--- config.mk ---
export PLATFORM = sky130hd
export DESIGN_NAME = hex_share_arbiter
export DESIGN_NICKNAME = d
export VERILOG_FILES = /design/src/rtl/hex_share_arbiter.sv
export SDC_FILE = /design/constraint.sdc
export NUM_CORES = 1
export LEC_CHECK = 0
export ABC_AREA = 1
export CORE_MARGIN = 2
export CORE_UTILIZATION = 44
export DETAILED_ROUTE_END_ITERATION = 6
export PLACE_DENSITY = 0.91
export SYNTH_ARGS = -nofsm -noshare
export SYNTH_HDL_FRONTEND = slang
export SYNTH_SLANG_ARGS = --single-unit
--- constraint.sdc ---
create_clock -name ms_clk -period 2.1 [get_ports ms_clk]
set_clock_uncertainty 0.05 [all_clocks]
set_input_delay 0.525 -clock ms_clk [delete_from_list [all_inputs] [get_ports ms_clk]]
set_output_delay 0.525 -clock ms_clk [all_outputs]
set_load 0.02 [all_outputs]
--- src/rtl/hex_share_arbiter.sv ---
// hex_share_arbiter
// Time-shares the six-digit HEX display between three sources (idle blinker,
// running ms counter, result hold). One source is granted at a time and is
// kept on screen for at least MIN_HOLD ms_clk cycles before re-arbitration.
// Registered digit codes feed the existing per-digit seven-segment decoders.
//
// Build option: define HEX_ARB_ROUND_ROBIN_EN for round-robin arbitration;
// leave it undefined for fixed priority (lowest index wins).
module hex_share_arbiter #(
    parameter int unsigned MIN_HOLD = 200,
    parameter logic [3:0]  BLANK    = 4'b1111
) (
    input  logic        ms_clk,
    input  logic        Reset_n,
    input  logic [2:0]  req,
    input  logic [23:0] src0_digits,
    input  logic [23:0] src1_digits,
    input  logic [23:0] src2_digits,
    output logic [2:0]  grant,
    output logic        busy,
    output logic [3:0]  d0,
    output logic [3:0]  d1,
    output logic [3:0]  d2,
    output logic [3:0]  d3,
    output logic [3:0]  d4,
    output logic [3:0]  d5
);

    localparam logic [0:0]  IDLE     = 1'b0;
    localparam logic [0:0]  HOLD     = 1'b1;
    localparam logic [11:0] HOLD_MAX = 12'(MIN_HOLD);

    logic [0:0]  state_reg, state_next;
    logic [11:0] hold_cnt_reg, hold_cnt_next;
    logic [2:0]  grant_reg, grant_next;
    logic        busy_reg;
    logic [23:0] digits_reg, digits_next;
    logic [2:0]  winner;

`ifdef HEX_ARB_ROUND_ROBIN_EN
    logic [1:0] rr_ptr_reg, rr_ptr_next;
    logic [1:0] rr_start;
    logic [1:0] rr_cand [3];

    function automatic logic [1:0] next3(input logic [1:0] x);
        return (x == 2'd2) ? 2'd0 : x + 2'd1;
    endfunction

    // Round-robin winner. While holding, the search starts after the current
    // holder so it is considered last; from IDLE there is no holder to yield,
    // so the search starts at the pointer itself (source 0 after reset).
    always_comb begin
        rr_start   = (state_reg == HOLD) ? next3(rr_ptr_reg) : rr_ptr_reg;
        rr_cand[0] = rr_start;
        rr_cand[1] = next3(rr_start);
        rr_cand[2] = next3(rr_cand[1]);
        winner     = 3'b000;
        if (req[rr_cand[2]]) winner = 3'b001 << rr_cand[2];
        if (req[rr_cand[1]]) winner = 3'b001 << rr_cand[1];
        if (req[rr_cand[0]]) winner = 3'b001 << rr_cand[0];
    end

    // Pointer follows the index of every newly granted source.
    always_comb begin
        rr_ptr_next = rr_ptr_reg;
        if (grant_next != 3'b000 && grant_next != grant_reg) begin
            rr_ptr_next = grant_next[2] ? 2'd2 : (grant_next[1] ? 2'd1 : 2'd0);
        end
    end

    // Round-robin pointer register.
    always_ff @(posedge ms_clk or negedge Reset_n) begin
        if (!Reset_n) rr_ptr_reg <= 2'd0;
        else          rr_ptr_reg <= rr_ptr_next;
    end
`else
    // Fixed priority winner: lowest requesting index.
    always_comb begin
        winner = 3'b000;
        if      (req[0]) winner = 3'b001;
        else if (req[1]) winner = 3'b010;
        else if (req[2]) winner = 3'b100;
    end
`endif

    // Grant state machine: freeze during the minimum hold, then re-arbitrate
    // every edge until nothing requests.
    always_comb begin
        state_next    = state_reg;
        grant_next    = grant_reg;
        hold_cnt_next = hold_cnt_reg;
        case (state_reg)
            IDLE: begin
                if (req != 3'b000) begin
                    state_next    = HOLD;
                    grant_next    = winner;
                    hold_cnt_next = 12'd1;
                end
            end
            default: begin
                if (hold_cnt_reg < HOLD_MAX) begin
                    hold_cnt_next = hold_cnt_reg + 12'd1;
                end else if (req == 3'b000) begin
                    state_next    = IDLE;
                    grant_next    = 3'b000;
                    hold_cnt_next = 12'd0;
                end else if (winner != grant_reg) begin
                    grant_next    = winner;
                    hold_cnt_next = 12'd1;
                end
            end
        endcase
    end

    // Per-digit mux from the source that will be granted after this edge, so
    // a switch shows the new digits on the same edge as the new grant.
    genvar gi;
    generate
        for (gi = 0; gi < 6; gi++) begin : g_digit_mux
            assign digits_next[gi*4 +: 4] =
                grant_next[0] ? src0_digits[gi*4 +: 4] :
                grant_next[1] ? src1_digits[gi*4 +: 4] :
                grant_next[2] ? src2_digits[gi*4 +: 4] : BLANK;
        end
    endgenerate

    // State, counter and output registers.
    always_ff @(posedge ms_clk or negedge Reset_n) begin
        if (!Reset_n) begin
            state_reg    <= IDLE;
            hold_cnt_reg <= 12'd0;
            grant_reg    <= 3'b000;
            busy_reg     <= 1'b0;
            digits_reg   <= {6{BLANK}};
        end else begin
            state_reg    <= state_next;
            hold_cnt_reg <= hold_cnt_next;
            grant_reg    <= grant_next;
            busy_reg     <= |grant_next;
            digits_reg   <= digits_next;
        end
    end

    assign grant = grant_reg;
    assign busy  = busy_reg;
    assign d0    = digits_reg[3:0];
    assign d1    = digits_reg[7:4];
    assign d2    = digits_reg[11:8];
    assign d3    = digits_reg[15:12];
    assign d4    = digits_reg[19:16];
    assign d5    = digits_reg[23:20];

endmodule

Word level (Yosys, flattened, before mapping)
Cells that the tools add are included.

storage, ports and cells
  flip-flop bits (word level) = 41
  input bits = 77
  word-level logic and storage cells = 49

cells by class
  add/sub/neg operators = 1
  order comparisons = 1
  equal/unequal tests = 2
  mux-type cells = 35
  reduce and logical (&&, ||, !) cells = 5

operators with widths
  kind                                                         count
  2-to-1 mux 4 bit                                             18
  2-to-1 mux 12 bit                                            5
  2-to-1 mux 3 bit                                             8
  adder 12 x 1 -> 12 bit, second input constant                1
  less-than comparator 12 x 8 -> 1 bit, second input constant  1
  2-to-1 mux 1 bit                                             4
  != test 4 x 1 -> 1 bit, second input constant                1
  logical NOT 3 bit                                            1
  != test 3 bit                                                1
  nonzero test 3 bit                                           1
  OR reduction 3 bit                                           1
  AND reduction 2 bit                                          1
  nonzero test 2 bit                                           1

Longest topological paths before layout
Gate-level depths: netlist (run 1).

  depth in word-level cells = 11
  depth in mapped cells = 12
  gate-level depth less buffers = 11

Least setup slack after synthesis (run 1)
No wires, ideal clock.

  kind = input to register
  from = input req[1]
  to = register digits_reg[0]
  arrival = 1.461 ns
  data required time = 1.977 ns
  path slack = 0.516 ns
  stages on the path = 11
  path buffers = 2
  path through = nor2_2 nand2_1 inv_2 nand2_1 nand2_1 nand2_1 nand2_4 buf_8 buf_12 nor2_1 o21bai_1

between the ends
  cells in the longest elaborated chain, start to end = 10
  elaborated cells on any way between the ends = 13

RTL lines
  element               line  source
  from (decl)           15    input logic [2:0] req,
  2-to-1 mux 3 bit      81    else if (req[1]) winner = 3'b010;
  2-to-1 mux 3 bit      80    if (req[0]) winner = 3'b001;
  != test 3 bit         107   end else if (winner != grant_reg) begin
  2-to-1 mux 3 bit      107
  2-to-1 mux 3 bit      103   end else if (req == 3'b000) begin
  2-to-1 mux 3 bit      101   if (hold_cnt_reg < HOLD_MAX) begin
  2-to-1 mux 3 bit *    92    case (state_reg)
  2-to-1 mux 4 bit      123   grant_next[2] ? src2_digits[gi*4 +: 4] : BLANK;
  2-to-1 mux 4 bit      122   grant_next[1] ? src1_digits[gi*4 +: 4] :
  2-to-1 mux 4 bit *    121   grant_next[0] ? src0_digits[gi*4 +: 4] :
  via digits_next[0]    37    logic [23:0] digits_reg, digits_next;
  to (signal assigned)  134   digits_reg <= {6{BLANK}};
  to (signal assigned)  140   digits_reg <= digits_next;
  to (decl)             37

The timed path passes the listed nets; every way through them passes the cells marked *.
A chain may end at the register's enable or synchronous reset.

Final worst setup path (run 1)
  from = register digits_reg[9]
  to = output d2[1]

RTL lines
  element    line  source
  to (decl)  23    output logic [3:0] d2,

No word-level cell between the ends.

==> results of run 1 <==
## worst min-delay path by stage
stage                    startpoint         endpoint  slack (ns)
global route                Reset_n  hold_cnt_reg[0]        0.28
detailed placement  hold_cnt_reg[9]  hold_cnt_reg[9]        0.43
finish                      Reset_n  hold_cnt_reg[7]        0.24
global placement    hold_cnt_reg[8]  hold_cnt_reg[8]        0.42
CTS                         Reset_n  hold_cnt_reg[0]        0.26
floorplan                   Reset_n             busy        0.18
## layer usage
metal	track usage (%)	vias up
met4	3.898	0
met1	21.28	1247
met5	0	-
li1	-	1352
met2	40.16	89
met3	5.111	4
## stage by stage
stage | worst slack, ns | hold slack (ns) | area (µm²) | power (mW)
3_3_place_gp | -0.009231 | 0.4229 | 3807 | 4.102
4_1_cts | 0.06908 | 0.2565 | 3897 | 4.736
2_1_floorplan | 0.5159 | 0.1794 | 2628 | 3.119
3_5_place_dp | -0.1316 | 0.4305 | 3807 | 4.199
6_report | 0.07800 | 0.2369 | 3897 | 4.694
5_1_grt | 0.04531 | 0.2791 | 3897 | 5.040
## layout make-up
| type | count | share of cell area, % |
|---|---|---|
| timing repair buffer | 116 | 30.50 |
| multi-input combinational | 233 | 28.54 |
| sequential | 41 | 27.09 |
| inverter | 95 | 9.149 |
| tap | 75 | 2.408 |
| clock buffer | 5 | 1.766 |
| clock inverter | 3 | 0.5457 |
## cell usage in the layout (no fill, tap or decap), types with 2 or more instances in the layout
cell type,netlist,layout
buf_4,2,7
nand4_1,5,5
dfrtp_1,17,17
o31ai_1,2,2
nand2_2,3,4
buf_12,1,5
clkbuf_8,0,5
dfstp_2,24,24
nor3_1,3,3
nand3_1,35,35
nor2_1,55,55
nand2_4,2,2
inv_2,2,2
nand2_1,85,84
a21oi_1,3,3
o21ai_0,8,8
o21bai_1,24,24
clkdlybuf4s50_1,0,103
xor2_1,2,2
inv_1,92,92
## cell families (layout without fill, tap and decap cells)
group	count (synthesis)	count (layout)	share of synthesized area [%]
DFF	41	41	40.19
AOI/OAI and AO/OA	38	38	9.809
adders and majority gates	1	1	0.4761
and+or+nand+nor	192	192	31.29
xor gates and xnor gates	2	2	0.6668
buffers and inverters	110	219	17.57
## report_power, final
part | total [mW] | internal [mW] | switching (mW)
Clock | 0.527 | 0.236 | 0.291
Sequential | 1.50 | 1.30 | 0.200
Combinational | 2.66 | 1.23 | 1.43
Total | 4.69 | 2.77 | 1.92
==> results.sh, run 1 <==
export IMPL_yosysMostFrequentCell="inv_1"
export IMPL_io_buffers=104
export IMPL_leakage_nw=2.007
export IMPL_clkSinkCount=41
export IMPL_grt_use_total_pct=20.27
export IMPL_async_reset_ff_share_pct=100.0
export IMPL_core_mm2=0.005851
export IMPL_met2_length_um=3555
export IMPL_synth_ff_type="dfstp_2"
export IMPL_critical_path_max_stage_delay_ns=0.61
export IMPL_endpoint="d2[1]"
export IMPL_cp_arrival_ns=1.45
export IMPL_synth_fp_nets=462
export IMPL_antenna_diode_count=0
export IMPL_cp_start_kind="register"
export IMPL_area_delta_synth_final_pct=48.33
export IMPL_wl_per_cell_um=11.71
export IMPL_endpoint_kind="output port"
export IMPL_wirelength_um=6651
export IMPL_fin_tns_setup_ns=0
export IMPL_synth_top_cell_area_share_pct=24.00
export IMPL_critPathKind="register to output port"
export IMPL_grt_pass1_wl_um=10510
export IMPL_n_fill_cell=473
export IMPL_cp_slowest_cell="clkdlybuf4s50_1"
export IMPL_fmax_ghz=0.4946
export IMPL_antenna_found_initial=0
export IMPL_path_cells="clkdlybuf4s50_1"
export IMPL_ys_top_cells_by_area="dfstp_2 24%, dfrtp_1 16%, inv_1 13%, nand2_1 12%, nor2_1 7.9%"
export IMPL_yosys_area_top_type="dfstp_2"
export IMPL_drcViolationCount=0
export IMPL_rows=28
export IMPL_cts_buffers=5
export IMPL_synth_seq_area_share_pct=40.19
export IMPL_seqCellArea_mm2=0.001056
export IMPL_clock_latency_ns=0.29
export IMPL_initial_core_util_pct=44.91
export IMPL_grt_pass1_vias=2507
export IMPL_synth_area_per_cell_um2=6.843
export IMPL_cts_htree_levels=2
export IMPL_min_path_type="input pin to asynchronous set/reset pin"
export IMPL_grt_max_degree=43
export IMPL_cp_max_fo=1
export IMPL_vias=2692
export IMPL_cp_depth=1
export IMPL_layout_nets=570
export IMPL_viasPerCell=4.739
export IMPL_clkTransAtPathRegs_ns=0.09
export IMPL_drt_iter0_drc=198
export IMPL_met3_length_um=448
export IMPL_ys_top_cells_by_count="92 x inv_1, 85 x nand2_1, 55 x nor2_1, 35 x nand3_1"
export IMPL_syn_inst=384
export IMPL_dieWidth_um=81.28
export IMPL_reg2regPathDepth=7
export IMPL_synth_edf_count=0
export IMPL_largest_reg_flops=24
export IMPL_ir_drop_v=0.0006915
export IMPL_post_route_period_util_pct=96.29
export IMPL_ys_types=27
export IMPL_top_layer="met4"
export IMPL_r2r_end="hold_cnt_reg[11]"
export IMPL_power_density_mw_per_mm2=1204
export IMPL_path_delay_family="buffers and inverters"
export IMPL_r2r_start="state_reg"
export IMPL_clk_path_buf_depth=2
export IMPL_drive_above_1_share_pct=11.56
export IMPL_critical_path_buf_inv_count=1
export IMPL_slew_viol_final=0
export IMPL_cts_tree="built"
export IMPL_antenna_left=0
export IMPL_ys_warnings_count=0
export IMPL_gr_total_overflow=0
export IMPL_met1_length_um=2607
export IMPL_synth_area_mm2=0.002628
export IMPL_fp_dieH_um=81.28
export IMPL_post_cts_setup_buffers=0
export IMPL_dr_pass1_iters=5
export IMPL_outcome="completed"
export IMPL_ioPinCount=105
export IMPL_cap_viol_max_count=0
export IMPL_cts_hold_buf=0
export IMPL_max_slew_margin_pct=65.23
export IMPL_cts_root_buf="clkbuf_8"
export IMPL_final_cells=568
export IMPL_multi_input_area_mm2=0.001112
export IMPL_worstMarginPinSlew_ns=0.5215
export IMPL_setup_viol=0
export IMPL_required_ns=1.52
export IMPL_worstSetupStartpoint="digits_reg[9]"
export IMPL_ff2ff_setup_slack_ns=0.31
export IMPL_yosys_register_bits=41
export IMPL_rsz0062_at_grt="no"
export IMPL_dieArea_mm2=0.006606
export IMPL_cts_resized=0
export IMPL_gp_congestion=0.8137
export IMPL_hpwl_um=5050
export IMPL_layout_min_cycle_time_ns=2.022
export IMPL_final_util_pct=66.62
export IMPL_finalHoldViolCount=0
export IMPL_placedCellCount=560
Power figures use the tool's default switching activity.
==> run 2: changes to the inputs <==
Settings changed: CELL_PAD_IN_SITES_DETAIL_PLACEMENT set to 1, CELL_PAD_IN_SITES_GLOBAL_PLACEMENT set to 1, CORE_MARGIN 2 to 5, CORE_UTILIZATION 44 to 30, SLEW_MARGIN set to 0.
==> run 2 against run 1 <==
  * Non-clock buffer count rose by 6
  * Critical path depth did not move
  * Sequential share of layout area fell by 1.0 points
==> results.sh, run 2 (synthesis gave the netlist of run 1 again) <==
export IMPL_outcome="completed"
export IMPL_layout_nets=576
export IMPL_wirelength_um=9122
export IMPL_cts_hold_buf=0
export IMPL_cp_arrival_ns=1.45
export IMPL_dr_pass1_iters=4
export IMPL_post_route_period_util_pct=96.39
export IMPL_drt_iter0_drc=82
export IMPL_finalHoldViolCount=0
export IMPL_dieArea_mm2=0.01073
export IMPL_cts_buffers=5
export IMPL_comb_power_share_pct=55.8
export IMPL_power_density_mw_per_mm2=1275
export IMPL_layout_commonest_cell="clkdlybuf4s50_1"
export IMPL_n_fill_cell=1086
export IMPL_cp_start_kind="register"
export IMPL_area_delta_synth_final_pct=54.24
export IMPL_cts_root_buf="clkbuf_8"
export IMPL_antenna_diode_count=0
export IMPL_p_int_mw=3.083
export IMPL_cap_viol_max_count=0
export IMPL_clkSinkCount=41
export IMPL_layout_min_cycle_time_ns=2.024
export IMPL_setup_viol=0
export IMPL_fin_tns_setup_ns=0
export IMPL_final_cell_mix="102 x clkdlybuf4s50_1, 92 x inv_1, 85 x nand2_1, 55 x nor2_1, 35 x nand3_1"
export IMPL_hpwl_um=7169
export IMPL_cts_htree_levels=2
export IMPL_vias=2845
export IMPL_max_slew_margin_pct=76.95
export IMPL_hold_slack_ns=0.07247
export IMPL_gp_congestion=0.8336
export IMPL_ioPinCount=105
export IMPL_drcViolationCount=0
export IMPL_gr_total_overflow=0
export IMPL_io_buffers=104
export IMPL_clk_path_buf_depth=2
export IMPL_leakage_nw=2.075
export IMPL_pwr_share_clk_pct=14.8
export IMPL_dieWidth_um=103.6
export IMPL_worstMarginPinSlew_ns=0.3457
export IMPL_clkTransAtPathRegs_ns=0.09
export IMPL_swShare_pct=40.33
export IMPL_rows=34
export IMPL_largest_reg_flops=24
export IMPL_grt_pass1_vias=3196
export IMPL_cts_tree="built"
export IMPL_met2_length_um=4760
export IMPL_core_mm2=0.008636
export IMPL_fp_dieH_um=103.6
export IMPL_viasPerCell=4.687
export IMPL_fmax_ghz=0.4940
export IMPL_critPathKind="register to output port"
export IMPL_met3_length_um=627
export IMPL_clock_latency_ns=0.30
export IMPL_cp_slowest_cell="clkdlybuf4s50_1"
export IMPL_top_layer="met4"
export IMPL_grt_pass1_wl_um=15190
export IMPL_drive_above_1_share_pct=12.42
export IMPL_post_cts_setup_buffers=0
export IMPL_switching_power_mw=2.083
export IMPL_cp_max_fo=1
export IMPL_ff2ff_setup_slack_ns=0.37
export IMPL_cts_resized=0
export IMPL_required_ns=1.52
export IMPL_grt_use_total_pct=17.08
export IMPL_initial_core_util_pct=30.43
export IMPL_endpoint_kind="output port"
export IMPL_slew_viol_final=0
export IMPL_critical_path_buf_inv_count=1
export IMPL_grt_max_degree=27
export IMPL_ir_drop_v=0.0004919
export IMPL_rsz0062_at_grt="no"
export IMPL_antenna_found_initial=0
export IMPL_path_cells="clkdlybuf4s50_1"
export IMPL_wl_per_cell_um=15.03
export IMPL_critical_path_max_stage_delay_ns=0.63
export IMPL_path_delay_family="buffers and inverters"
export IMPL_p_seq_share_pct=29.4
export IMPL_min_path_type="input pin to asynchronous set/reset pin"
export IMPL_met1_length_um=3604
export IMPL_antenna_left=0
run 2: cell count changes in the layout (fill, tap and decap cells not counted), sizes merged:
cell	previous run	this run
buf	13	19
dlymetal6s2s	0	1
bufinv	0	2
clkdlybuf4s50	103	102
inv	95	94
clkinvlp	1	0
run 2: power by group through the flow:
stage / sequential (mW) / combinational, mW / clock [mW]
floorplan: 1.85 / 1.27 / 0
global placement: 1.52 / 2.74 / 0
detailed placement: 1.53 / 2.89 / 0
CTS: 1.53 / 2.93 / 0.782
global route: 1.56 / 3.15 / 0.816
finish: 1.52 / 2.88 / 0.764
run 2: path summary, 6_finish.rpt:
check | startpoint | end | cells after the start
max in group asynchronous | Reset_n | digits_reg[8] | 2
hold / removal | Reset_n | hold_cnt_reg[6] | 1
hold reg to reg | hold_cnt_reg[8] | hold_cnt_reg[8] | 2
setup reg to reg | hold_cnt_reg[11] | digits_reg[15] | 12
setup / recovery | digits_reg[15] | d3[3] | 1
min in group ms_clk | hold_cnt_reg[8] | hold_cnt_reg[8] | 2
run 2: per-stage QoR:
stage          power, mW  cell area (µm²)  util, %  instances  worst slack [ns]
2_1_floorplan      3.119             2628        -        384            0.5159
3_3_place_gp       4.261             3916    45.35        599          -0.04748
3_5_place_dp       4.417             3916    45.35        599           -0.1966
4_1_cts            5.235             4050    46.90        607           0.05231
5_1_grt            5.526             4053    46.93        607          0.009702
6_report           5.166             4053    46.93        607           0.07573
run 2: per-layer routing:
layer	vias up	global-route usage [%]
li1	1363	-
met1	1393	18.70
met2	77	31.56
met3	12	4.913
met4	0	5.061
met5	-	0
run 2: cell type report:
cell class	instances	area, µm²	share of cell area [%]
Clock inverter	3	65.06	1.605
Inverter	95	356.6	8.799
Tap cell	108	135.1	3.334
Sequential cell	41	1056	26.06
Timing Repair Buffer	122	1261	31.12
Clock buffer	5	68.82	1.698
Multi-Input combinational cell	233	1110	27.38
==> run 3: changes to the inputs <==
Settings changed: SLEW_MARGIN 0 to not set.
==> results of run 3 <==
No change in the layout: final DEF, timing and power equal those of run 2.
==> RTL edit 1: new RTL, config.mk and constraints of run 1 <==
Add a define of `HEX_ARB_ROUND_ROBIN_EN`.
--- a/src/rtl/hex_share_arbiter.sv
+++ b/src/rtl/hex_share_arbiter.sv
@@ -8,2 +8,4 @@
 // leave it undefined for fixed priority (lowest index wins).
+`define HEX_ARB_ROUND_ROBIN_EN
+
 module hex_share_arbiter #(
Behaviour: no difference found for any inputs over 10 cycles, from zero or initial values and one cycle with Reset_n low; that may be too few to reach the edited logic, so the function may still have changed.
==> RTL edit 1 against run 1 <==
Synthesized area fell by 4.9%. Clock power up 13%. Sequential cell count up 2. Worst setup slack worse by 0.041 ns. Fmax shrank 2.0%. Sequential power rose by 7%. Total power up 22%. Die area is 4.6% lower. Routed wire length increased by 15%. Via count down 1.4%. Final area grew 3.3%.
==> RTL edit 1: results <==
{
  "clkbuf_count": 8,
  "cts_made_buffers": 5,
  "fillers": 374,
  "rrSetupSlack_ns": 0.04,
  "vias": 2655,
  "drive_above_1_share_pct": 26.7,
  "critPathTopFamily": "simple AND/OR/NAND/NOR gates",
  "whs_ns": 0.130,
  "status": "complete, no violations",
  "nMultiInputCombCells": 225,
  "grt_pass1_wl_um": 11200,
  "reg2reg_depth": 14,
  "synth_cell_types": 30,
  "arrival_ns": 2.22,
  "grt_pass1_vias": 2536,
  "p_leak_nw": 1.67,
  "synth_area_leaders": "dfstp_2 (25%), dfrtp_1 (19%), nand2_1 (11%)",
  "grt_max_degree": 27,
  "grt.total_usage_pct": 22.8,
  "placed_cells": 487,
  "multi_input_area_um2": 1280,
  "syn_inst": 306,
  "avgViaCountPerCell": 5.29,
  "hpwlAfterDp_um": 5340,
  "tightestPinTransition_ns": 0.502,
  "critical-path-max-stage-delay_ns": 0.45,
  "wl_per_cell_um": 15.2,
  "h-tree-depth": 2,
  "seq_area_frac_synth_pct": 44.2,
  "drtIter0Drc": 159,
  "crit_slowest_cell": "dfrtp_2",
  "synth_nets": 384,
  "design_area_um2": 4030,
  "n_all_inverters": 25,
  "reg2reg_to": "hold_cnt_reg[2]",
  "path_max_fanout": 10,
  "fp.dieW_um": 79.4,
  "seqCellArea_um2": 1110,
  "nonClkBufAreaFrac_pct": 33.1,
  "largest_register_ffs": 24,
  "clkCellAreaFrac_pct": 2.52,
  "ys_ff_latch": 43,
  "r2r-start": "rr_ptr_reg[1]",
  "signal_buffers": 129,
  "synth_common_cells": "nand2_1 (70), o21ai_1 (40), nor3_1 (27), dfstp_2 (24)",
  "peakVddDrop_v": 0.000630,
  "dr.pass1.iters": 4,
  "fin_nets": 507,
  "clk_latency_ns": 0.30,
  "placed_area_um2": 3700,
  "gp_congestion": 0.859
}
-- RTL edit 1: cell count changes in the layout (fill, tap and decap cells not counted), sizes merged, moves of 11 or more --
cell,delta
nand3,-19
buf,+11
inv,-70
nor2,-37
nor3,+24
o21ai,+54
o21bai,-24
-- RTL edit 1: routing by layer --
metal	vias up	global-route usage, %	share of wire (%)
met5	-	0	0
met4	0	8.28	2.1
met3	17	7.92	7.5
met2	111	41.2	54
met1	1268	24.5	36
li1	1259	-	-
-- RTL edit 1: power by group --
part	internal, mW	switching (mW)	total, mW
Clock	0.308	0.285	0.593
Sequential	1.37	0.237	1.60
Combinational	1.58	1.95	3.52
-- RTL edit 1: worst max-delay path by stage --
stage	endpoint	start	cells past startpoint	slack, ns
finish	hold_cnt_reg[2]	rr_ptr_reg[1]	14	0.04
detailed placement	digits_reg[15]	req[0]	11	-0.38
CTS	rr_ptr_reg[0]	req[2]	14	-0.005
floorplan	digits_reg[0]	req[2]	11	0.22
global route	digits_reg[2]	rr_ptr_reg[1]	10	-0.08
global placement	rr_ptr_reg[0]	req[2]	16	-0.27
-- RTL edit 1: logic make-up after synthesis --
family	share of synthesized area (%)
compound gates	13.9
xor+xnor	1.75
fa+ha+maj	0.500
buf+inv	9.01
flops	44.2
simple gates	30.6
-- RTL edit 1: what timing repair did --
action                                 in CTS  in global routing
setup endpoints to repair                  27                 38
gates resized for setup                     3                 40
cloned                                      0                  2
pin swaps                                   1                 13
endpoints found under the hold margin       0                  0
buffers inserted                            1                  4
-- RTL edit 1: per-stage QoR --
stage               setup TNS, ns  worst slack, ns
finish                          0           0.0370
global route                -1.49          -0.0835
CTS                       -0.0117         -0.00460
detailed placement         -12.91           -0.383
global placement            -9.11           -0.267
floorplan                       0            0.222
==> RTL edit 2: new RTL, flow settings as in run 1 <==
Made on the original files. The localparam `HOLD` goes from 1'b1 to 1'b0.
--- a/src/rtl/hex_share_arbiter.sv
+++ b/src/rtl/hex_share_arbiter.sv
@@ -29,3 +29,3 @@
     localparam logic [0:0]  IDLE     = 1'b0;
-    localparam logic [0:0]  HOLD     = 1'b1;
+    localparam logic [0:0]  HOLD     = 1'b0;
     localparam logic [11:0] HOLD_MAX = 12'(MIN_HOLD);
Check against the original RTL: not equivalent (Yosys sat finds a counterexample within 4 cycles, from zero or initial values and one cycle with Reset_n low).
==> RTL edit 2 against run 1 <==
Final area rose by 1.5%. Sequential cell count stayed put. Total power is 24% lower. Synthesized area rose by 2.1%. Combinational power is 32% lower. Via count decreased by 0.89%. First-iteration DRC count fell by 42%. Worst setup slack gained 0.027 ns. Routed wire length increased by 0.32%. Clock power fell by 6.5%. Register-to-register slack gained 0.05 ns. Non-clock buffer count is 1 lower. Critical path type unchanged.
==> RTL edit 2: results <==
{
  "dr.pass1.iters": 4,
  "wl_per_cell_um": 11.9,
  "placed_cells": 554,
  "p_leak_nw": 2.01,
  "seq_area_frac_synth_pct": 39.3,
  "peakVddDrop_v": 0.000454,
  "tightestPinTransition_ns": 0.368,
  "powerClk_uw": 493,
  "synthAdderAreaFrac_pct": 0.466,
  "yosysWarnings": 0,
  "grt_pass1_wl_um": 10700,
  "use_met3_pct": 5.00,
  "hpwlAfterDp_um": 5140,
  "finalPower_mw": 3.57,
  "synth_area_leaders": "dfstp_2 (23%), dfrtp_1 (16%), inv_1 (13%)",
  "avgViaCountPerCell": 4.75,
  "use_met2_pct": 39.4,
  "swShare_pct": 37.7,
  "synth_cell_types": 26,
  "gp_congestion": 0.814,
  "fin_nets": 564,
  "syn_avg_cell_area_um2": 7.08,
  "fillers": 503,
  "met1Wirelength_um": 2640,
  "wl_met3_um": 366,
  "drt_wl_total_um": 6670,
  "dr_wl_met2_um": 3570,
  "post-place-ws_ns": -0.0888,
  "grt.total_usage_pct": 20.3,
  "drive_above_1_share_pct": 16.0,
  "synth_compound_area_share_pct": 11.5,
  "status": "complete, no violations",
  "grt_pass1_vias": 2625,
  "path_max_fanout": 1,
  "antenna_found_initial": 0,
  "synthXorXnorAreaFrac_pct": 0,
  "use_met1_pct": 20.9,
  "synth_nets": 457,
  "placed_area_um2": 3880
}
==> RTL edit 2: path summary, 6_finish.rpt <==
| path | from | to | slack, ns | cells past startpoint |
|---|---|---|---|---|
| worst min-delay path | Reset_n | hold_cnt_reg[2] | 0.14 | 2 |
| max in group asynchronous | Reset_n | digits_reg[3] | 1.58 | 2 |
| worst max register to register | hold_cnt_reg[3] | digits_reg[10] | 0.36 | 10 |
| worst max-delay path | digits_reg[10] | d2[2] | 0.11 | 1 |
| worst min register to register | hold_cnt_reg[9] | hold_cnt_reg[9] | 0.44 | 2 |
| min in group ms_clk | hold_cnt_reg[9] | hold_cnt_reg[9] | 0.44 | 2 |
==> RTL edit 2: cell type report <==
type,instances,area [um^2],area share (%)
Tap cell,75,93.8,2.37
Inverter,97,364,9.20
Timing Repair Buffer,115,1210,30.5
Multi-Input combinational cell,226,1160,29.2
Sequential cell,41,1060,26.7
Clock buffer,8,80.1,2.02
